File: config.mk
export PLATFORM = sky130hd
export DESIGN_NAME = jpeg_block_sequencer
export DESIGN_NICKNAME = d
export VERILOG_FILES = /design/src/rtl/jpeg_block_sequencer.sv
export SDC_FILE = /design/constraint.sdc
export NUM_CORES = 1
export LEC_CHECK = 0
export CORE_MARGIN = 2
export CORE_UTILIZATION = 45
export CTS_CLUSTER_SIZE = 12
export DETAILED_ROUTE_END_ITERATION = 8
export DONT_BUFFER_PORTS = 1
export PLACE_DENSITY = 0.6
export SLEW_MARGIN = 40
export SYNTH_ARGS = -nofsm -noshare
export SYNTH_HDL_FRONTEND = slang
export SYNTH_SLANG_ARGS = --single-unit
File: constraint.sdc
create_clock -name clock -period 4.74 [get_ports clock]
set_input_delay 0 -clock clock [delete_from_list [all_inputs] [get_ports clock]]
set_output_delay 0 -clock clock [all_outputs]
set_load 0.02 [all_outputs]
File: src/rtl/jpeg_block_sequencer.sv
// Control FSM that sequences one 8x8 block through load, DCT, quantize, zigzag and Huffman.
// Every output except blk_ready is registered, so each strobe lines up with the state it belongs to.
module jpeg_block_sequencer #(
    parameter int DCT_CYCLES   = 16,
    parameter int QUANT_LAT    = 2,
    parameter int HUFF_TIMEOUT = 1024,
    parameter int CNT_W        = 16
) (
    input  logic             clock,
    input  logic             reset,
    input  logic             blk_valid,
    output logic             blk_ready,
    input  logic             blk_is_luma,
    input  logic             huff_done,
    output logic             input_enable,
    output logic             dct_enable,
    output logic             dct_end_enable,
    output logic [7:0]       matrix_row,
    output logic             zigzag_input_enable,
    output logic             zigag_enable,
    output logic             Huffman_start,
    output logic             is_luminance,
    output logic             busy,
    output logic             block_done,
    output logic             timeout_err,
    output logic [CNT_W-1:0] block_count,
    output logic [3:0]       state
);

    typedef enum logic [3:0] {
        S_IDLE   = 4'd0,
        S_LOAD   = 4'd1,
        S_DCT    = 4'd2,
        S_DLATCH = 4'd3,
        S_QUANT  = 4'd4,
        S_ZZ     = 4'd5,
        S_HSTART = 4'd6,
        S_HWAIT  = 4'd7,
        S_DONE   = 4'd8
    } state_t;

    localparam logic [31:0] DCT_LAST  = 32'(DCT_CYCLES - 1);
    localparam logic [31:0] QUANT_END = 32'(QUANT_LAT);
    localparam logic [31:0] HUFF_LAST = 32'(HUFF_TIMEOUT - 1);

    state_t           state_q, state_d;
    logic [31:0]      cnt_q, cnt_d;
    logic [2:0]       row_q, row_d;
    logic             is_luminance_q, is_luminance_d;
    logic             timeout_err_q, timeout_err_d;
    logic [CNT_W-1:0] block_count_q, block_count_d;
    logic             input_enable_q, input_enable_d;
    logic             dct_enable_q, dct_enable_d;
    logic             dct_end_enable_q, dct_end_enable_d;
    logic             zigzag_input_enable_q, zigzag_input_enable_d;
    logic             zigag_enable_q, zigag_enable_d;
    logic             huffman_start_q, huffman_start_d;
    logic             busy_q, busy_d;
    logic             block_done_q, block_done_d;

    always_comb begin
        state_d        = state_q;
        cnt_d          = cnt_q;
        row_d          = row_q;
        is_luminance_d = is_luminance_q;
        timeout_err_d  = timeout_err_q;
        block_count_d  = block_count_q;

        case (state_q)
            S_IDLE: begin
                if (blk_valid) begin
                    state_d        = S_LOAD;
                    is_luminance_d = blk_is_luma;
                    timeout_err_d  = 1'b0;
                end
            end
            S_LOAD: begin
                state_d = S_DCT;
                cnt_d   = '0;
            end
            S_DCT: begin
                if (cnt_q == DCT_LAST) begin
                    state_d = S_DLATCH;
                end else begin
                    cnt_d = cnt_q + 32'd1;
                end
            end
            S_DLATCH: begin
                state_d = S_QUANT;
                cnt_d   = '0;
                row_d   = '0;
            end
            S_QUANT: begin
                // Each row is held until the quantizer output for it has settled.
                if (cnt_q == QUANT_END) begin
                    cnt_d = '0;
                    if (row_q == 3'd7) begin
                        state_d = S_ZZ;
                        row_d   = '0;
                    end else begin
                        row_d = row_q + 3'd1;
                    end
                end else begin
                    cnt_d = cnt_q + 32'd1;
                end
            end
            S_ZZ: state_d = S_HSTART;
            S_HSTART: begin
                state_d = S_HWAIT;
                cnt_d   = '0;
            end
            S_HWAIT: begin
                // Completion takes priority over a timeout landing in the same cycle.
                if (huff_done) begin
                    state_d       = S_DONE;
                    block_count_d = block_count_q + CNT_W'(1);
                end else if (cnt_q == HUFF_LAST) begin
                    state_d       = S_DONE;
                    timeout_err_d = 1'b1;
                    block_count_d = block_count_q + CNT_W'(1);
                end else begin
                    cnt_d = cnt_q + 32'd1;
                end
            end
            S_DONE:  state_d = S_IDLE;
            default: state_d = S_IDLE;
        endcase

        input_enable_d        = (state_d == S_LOAD);
        dct_enable_d          = (state_d == S_DCT);
        dct_end_enable_d      = (state_d == S_DLATCH);
        zigzag_input_enable_d = (state_d == S_QUANT) && (cnt_d == QUANT_END);
        zigag_enable_d        = (state_d == S_ZZ);
        huffman_start_d       = (state_d == S_HSTART);
        busy_d                = (state_d != S_IDLE);
        block_done_d          = (state_d == S_DONE);
    end

    always_ff @(posedge clock) begin
        if (reset) begin
            state_q               <= S_IDLE;
            cnt_q                 <= '0;
            row_q                 <= '0;
            is_luminance_q        <= 1'b0;
            timeout_err_q         <= 1'b0;
            block_count_q         <= '0;
            input_enable_q        <= 1'b0;
            dct_enable_q          <= 1'b0;
            dct_end_enable_q      <= 1'b0;
            zigzag_input_enable_q <= 1'b0;
            zigag_enable_q        <= 1'b0;
            huffman_start_q       <= 1'b0;
            busy_q                <= 1'b0;
            block_done_q          <= 1'b0;
        end else begin
            state_q               <= state_d;
            cnt_q                 <= cnt_d;
            row_q                 <= row_d;
            is_luminance_q        <= is_luminance_d;
            timeout_err_q         <= timeout_err_d;
            block_count_q         <= block_count_d;
            input_enable_q        <= input_enable_d;
            dct_enable_q          <= dct_enable_d;
            dct_end_enable_q      <= dct_end_enable_d;
            zigzag_input_enable_q <= zigzag_input_enable_d;
            zigag_enable_q        <= zigag_enable_d;
            huffman_start_q       <= huffman_start_d;
            busy_q                <= busy_d;
            block_done_q          <= block_done_d;
        end
    end

    assign blk_ready           = (state_q == S_IDLE);
    assign input_enable        = input_enable_q;
    assign dct_enable          = dct_enable_q;
    assign dct_end_enable      = dct_end_enable_q;
    assign matrix_row          = {5'd0, row_q};
    assign zigzag_input_enable = zigzag_input_enable_q;
    assign zigag_enable        = zigag_enable_q;
    assign Huffman_start       = huffman_start_q;
    assign is_luminance        = is_luminance_q;
    assign busy                = busy_q;
    assign block_done          = block_done_q;
    assign timeout_err         = timeout_err_q;
    assign block_count         = block_count_q;
    assign state               = state_q;

endmodule

# Word-level counts from Yosys, hierarchy flattened
# Cells that the tools add are included.
# word_totals
reg_bits	65
wordCells	72
output_inout_bits	39
in_bits	5
# op_classes
mux	21
add_sub_neg	3
n_eq_ne	23
reduce_logical	11
# ops
op	n
$mux 32	4
$pmux 32 s4	1
$eq 32x2->1 const B	2
$add 32x1->32 const B	1
$eq 32x10->1 const B	1
$eq 32x4->1 const B	1
$mux 16	2
$pmux 4 s8	1
$eq 4x3->1 const B	7
$mux 4	6
$add 16x1->16 const B	1
$eq 4x2->1 const B	4
$eq 4x1->1 const B	2
$ne 2x2->1 const B	4
$mux 3	2
$pmux 3 s2	1
$reduce_and 2->1	3
$reduce_bool 2->1	3
$eq 4x4->1 const B	1
$logic_not 4->1	1
$reduce_and 4->1	1
$reduce_bool 4->1	1
$add 3x1->3 const B	1
$eq 3x3->1 const B	1
other kinds (4)	6

# Logic depth before layout (Yosys ltp)
# logic_depth
depth_word	6
depth_mapped	13
mapped_depth_nobuf	10

# Worst setup path before layout
# Ideal clock, no wire load.
# synth_path
path_kind	register -> register
startpoint	register state_q[1], in the netlist state[1]
endpoint	register zigzag_input_enable_q, in the netlist zigzag_input_enable
n_path_buf	2
path_slack_ns	2.117
setup_ns	0.116
synth_period_minus_slack_ns	2.623
stages_incl_launch_ff	12
required_time_ns	4.624
arrival_ns	2.506
path_cell_list	dfxtp_1 > buf_2 > nor4b_1 > nor2_1 > a21oi_1 > a211oi_2 > buf_2 > nor3_1 > o221ai_1 > o211ai_1 > a211oi_1 > and4_1
# synth_between
elab_chain_len	5
elab_cells_between_ends	20
cone_classes	9 x eq/ne; 8 x mux; 3 x reduce/logical
# synth_lines
element	line	rtl
start: declaration	46	state_t state_q, state_d;
start signal: assignment	156	state_q <= state_d;
$eq 4x3->1 (tied with other cells)	69	case (state_q)
$reduce_or 3->1 (no line) (tied with other cells)	--	
$pmux 32 s4 / $pmux 4 s8 (equally long branches)	69	
$eq 32x2->1 / $eq 4x3->1 (equally long branches)	132	zigzag_input_enable_d = (state_d == S_QUANT) && (cnt_d == QUANT_END);
$logic_and 1x1->1 (*)	132	
end signal: assignment	165	zigzag_input_enable_q <= zigzag_input_enable_d;
end: declaration	55	logic zigzag_input_enable_q, zigzag_input_enable_d;
# Every way passes the cells marked *; elsewhere a longest branch is shown, timed or not.
# A chain may end at the register's enable or synchronous reset.

# Worst setup path after layout
# layout_path
startpoint	register cnt_q[1]
endpoint	register zigzag_input_enable_q, in the netlist zigzag_input_enable
# layout_between
elab_chain_len	6
elab_cells_between_ends	17
cone_classes	1 x add/sub; 5 x eq/ne; 10 x mux; 1 x reduce/logical
# layout_lines
element	line	rtl
start: declaration	47	logic [31:0] cnt_q, cnt_d;
start signal: assignment	157	cnt_q <= cnt_d;
$add 32x1->32 / $eq 32x10->1 (equally long branches)	--	
$mux 32 / $mux 4 (equally long branches)	117	end else if (cnt_q == HUFF_LAST) begin
$mux 32 / $mux 4 (equally long branches)	114	if (huff_done) begin
$pmux 32 s4 / $pmux 4 s8 (equally long branches)	69	
$eq 32x2->1 / $eq 4x3->1 (equally long branches)	132	
$logic_and 1x1->1 (*)	132	
# Marked as above.

==> results.yml <==
critical_path:
  cp_top_family: "compound AO/OA/AOI/OAI gates"
  required_ns: 5.04
  critPathLaunchType: "flip-flop"
  path_buf_inv: 1
  crit_path_max_incr_delay_ns: 0.55
  cp_common_cell: "nor4_1"
  crit_path_top_delay_cell: "a211oi_2"
  worstPathCellList: "ha_1 > nand4_1 > nor3_2 > a41oi_2 > a211oi_2 > buf_4 > nor4_1 > a211oi_1 > o2111ai_1 > nor4_1 > and4_1"
  reg2reg_depth: 11
  worst_ep_arrival_time_ns: 3.84
  cp_max_fo: 11
  path_class: "flip-flop to flip-flop"
  crit_cells: 11
  end_kind: "flip-flop"
place:
  dp_slack_ns: 1.21
  port_buffers: 0
  globalplace.congestion: 0.962
  dpl_cell_area_mm2: 0.00369
  dp_hpwl_mm: 7.46
clocking:
  h-tree-depth: 3
  cts_max_path_buffers: 2
  cts_tree: "yes"
  clock_sinks: 65
  cts_made_buffers: 9
  clk_latency_ns: 0.35
  clock-root-buffer: "clkbuf_8"
  post_cts_buffers: 0
  clk_pin_slew_ns: 0.08
power:
  peakVddDrop_uv: 177
  leakagePower_nw: 1.32
  powerDensity_mw_per_mm2: 284
finish:
  drive_gt1_share_pct: 8.60
  fin_area_mm2: 0.00397
  synthToLayoutAreaGrowth_pct: 8.26
  antenna_cells: 0
  final_net_count: 482
timing:
  setup_viol: 0
  hold_viol: 0
  finalCritPeriodShare_pct: 74.8
  timing.final.ws_setup_ns: 1.19
  slew_headroom_pct: 45.1
  tightestPinTransition_ns: 0.812
  tns_ns: 0
  slew_viol_final: 0
  rsz0062_at_grt: "false"
  whs_ns: 0.160
  min_period_ns: 3.55
  fmax_ghz: 0.282
  finClkSkew_ns: 0.0133
status:
  outcome: "finished, final reports clean"
synthesis:
  synth-xor-area-share_pct: 2.63
  synthMostInstantiatedCell: "nor2_1"
  yosys.area_share.simple_pct: 34.2
  seq_area_frac_synth_pct: 35.5
  ys_top_cells_by_count: "nor2_1, dfxtp_1, nand2_1"
  muxShareOfSynthArea_pct: 0.307
  synth_top_family_by_area: "simple AND/OR/NAND/NOR gates"
  synth_compound_area_share_pct: 20.8
  synth_fa_ha_area_share_pct: 1.71
  ys.flop_type: "dfxtp_1"
  synth_warnings: 0
  synth_area_leader_cell: "dfxtp_1"
  postSynth.asyncResetShare_pct: 0
  synth_cell_types: 65
  ys_seq_elements: 65
  syn_inst: 475
  synthTopCellsByArea: "dfxtp_1, nor2_1, a21oi_1"
  yosys.area.top_type_share_pct: 35.5
  syn_avg_cell_area_um2: 7.72
  synth-edff-count: 0
  synthesis.area_mm2: 0.00366
detailed_routing:
  first_pass_iters: 6
  routed_via_density: 6.26
  vias: 3625
  drc_errors: 0
  routed_wl_mm: 10.6
  drtIter0Drc: 479
  antenna_left: 0
  wl_per_cell_um: 18.2
grt:
  grt_pass1_vias: 3397
  gr-total-overflow: 0
  grt_max_degree: 50
  grt_usage_pct: 25.1
  grt_pass1_wl_mm: 17.2
  grt_antenna_before_repair: 0
die:
  fp.dieArea_mm2: 0.00888
  rows: 32
  core_area_mm2: 0.00781
  die_h_um: 94.2
  top_level_ports: 44
  fp.dieW_um: 94.2
  initial_utilization_pct: 46.9
min_path:
  min_path_cells: 4
  hold_path.class: "input port to flip-flop"
run:
  maxCapViolations: 0
what timing repair did:
action,in CTS,in global routing
hold buffers,8,0
resized for setup,0,0
hold endpoints to repair,53,0
kinds of logic after synthesis:
group           count (synthesis)
flops                          65
simple gates                  237
fa+ha+maj                       5
compound gates                120
other cells                     1
mux                             1
buf+inv                        35
xor+xnor                       11
worst paths after layout:
kind	endpoint	from	slack (ns)
setup / recovery	zigzag_input_enable	cnt_q[1]	1.19
hold / removal	cnt_q[8]	huff_done	0.16
setup reg to reg	zigzag_input_enable	cnt_q[1]	1.19
hold reg to reg	cnt_q[23]	cnt_q[23]	0.60
worst min-delay path: stages:
cell and delay, ns:
a41o_2 0.16, a31oi_1 0.12, o31ai_1 0.08, nor2b_1 0.12
layer usage:
layer	vias to the layer above	GRT usage (%)	wire, µm
met4	0	10.7	371
li1	1738	-	-
met2	193	38.0	4680
met5	-	0	0
met1	1660	34.2	4580
met3	34	5.46	929
final cells by class:
cell class	instances	area [µm²]
tap	102	128
clock buffer	10	138
timing repair buffer	10	105
inverter	7	26.3
sequential	65	1300
fill	795	3840
clock inverter	6	42.5
multi-input combinational	379	2230
per-stage QoR:
step | util, % | instances | total power [mW]
after floorplan | - | 479 | 0.658
after global placement | 47.1 | 555 | 0.683
after detailed placement | 47.2 | 555 | 0.682
after CTS | 50.7 | 579 | 1.14
after global routing | 50.8 | 579 | 1.17
final | 50.8 | 579 | 1.13
flip-flops by register name, summed over array words and instances, names as in the netlist:
signal / count
row_q: 3
block_done: 1
cnt_q: 32
Huffman_start: 1
dct_end_enable: 1
zigzag_input_enable: 1
zigag_enable: 1
is_luminance: 1
input_enable: 1
dct_enable: 1
state: 4
busy: 1
timeout_err: 1
block_count: 16
placed cells by master (no fill, tap or decap), types with 6 or more instances in the layout:
| master | instances |
|---|---|
| a21oi_1 | 40 |
| and3_1 | 9 |
| and4_1 | 6 |
| clkbuf_8 | 10 |
| dfxtp_1 | 64 |
| dlygate4sd3_1 | 7 |
| inv_1 | 7 |
| nand2_1 | 45 |
| nand3_1 | 22 |
| nand4_1 | 16 |
| nor2_1 | 66 |
| nor3_1 | 18 |
| nor4_1 | 12 |
| o21ai_0 | 27 |
| or3_1 | 11 |
| xor2_1 | 8 |
where the power goes:
group	switching (mW)	internal [mW]	total, mW	leakage [nW]
Clock	0.234	0.205	0.438	0.0887
Sequential	0.0150	0.552	0.567	0.525
Combinational	0.0862	0.0339	0.120	0.708
Total	0.335	0.790	1.13	1.32
(Power assumes the default switching activity.)
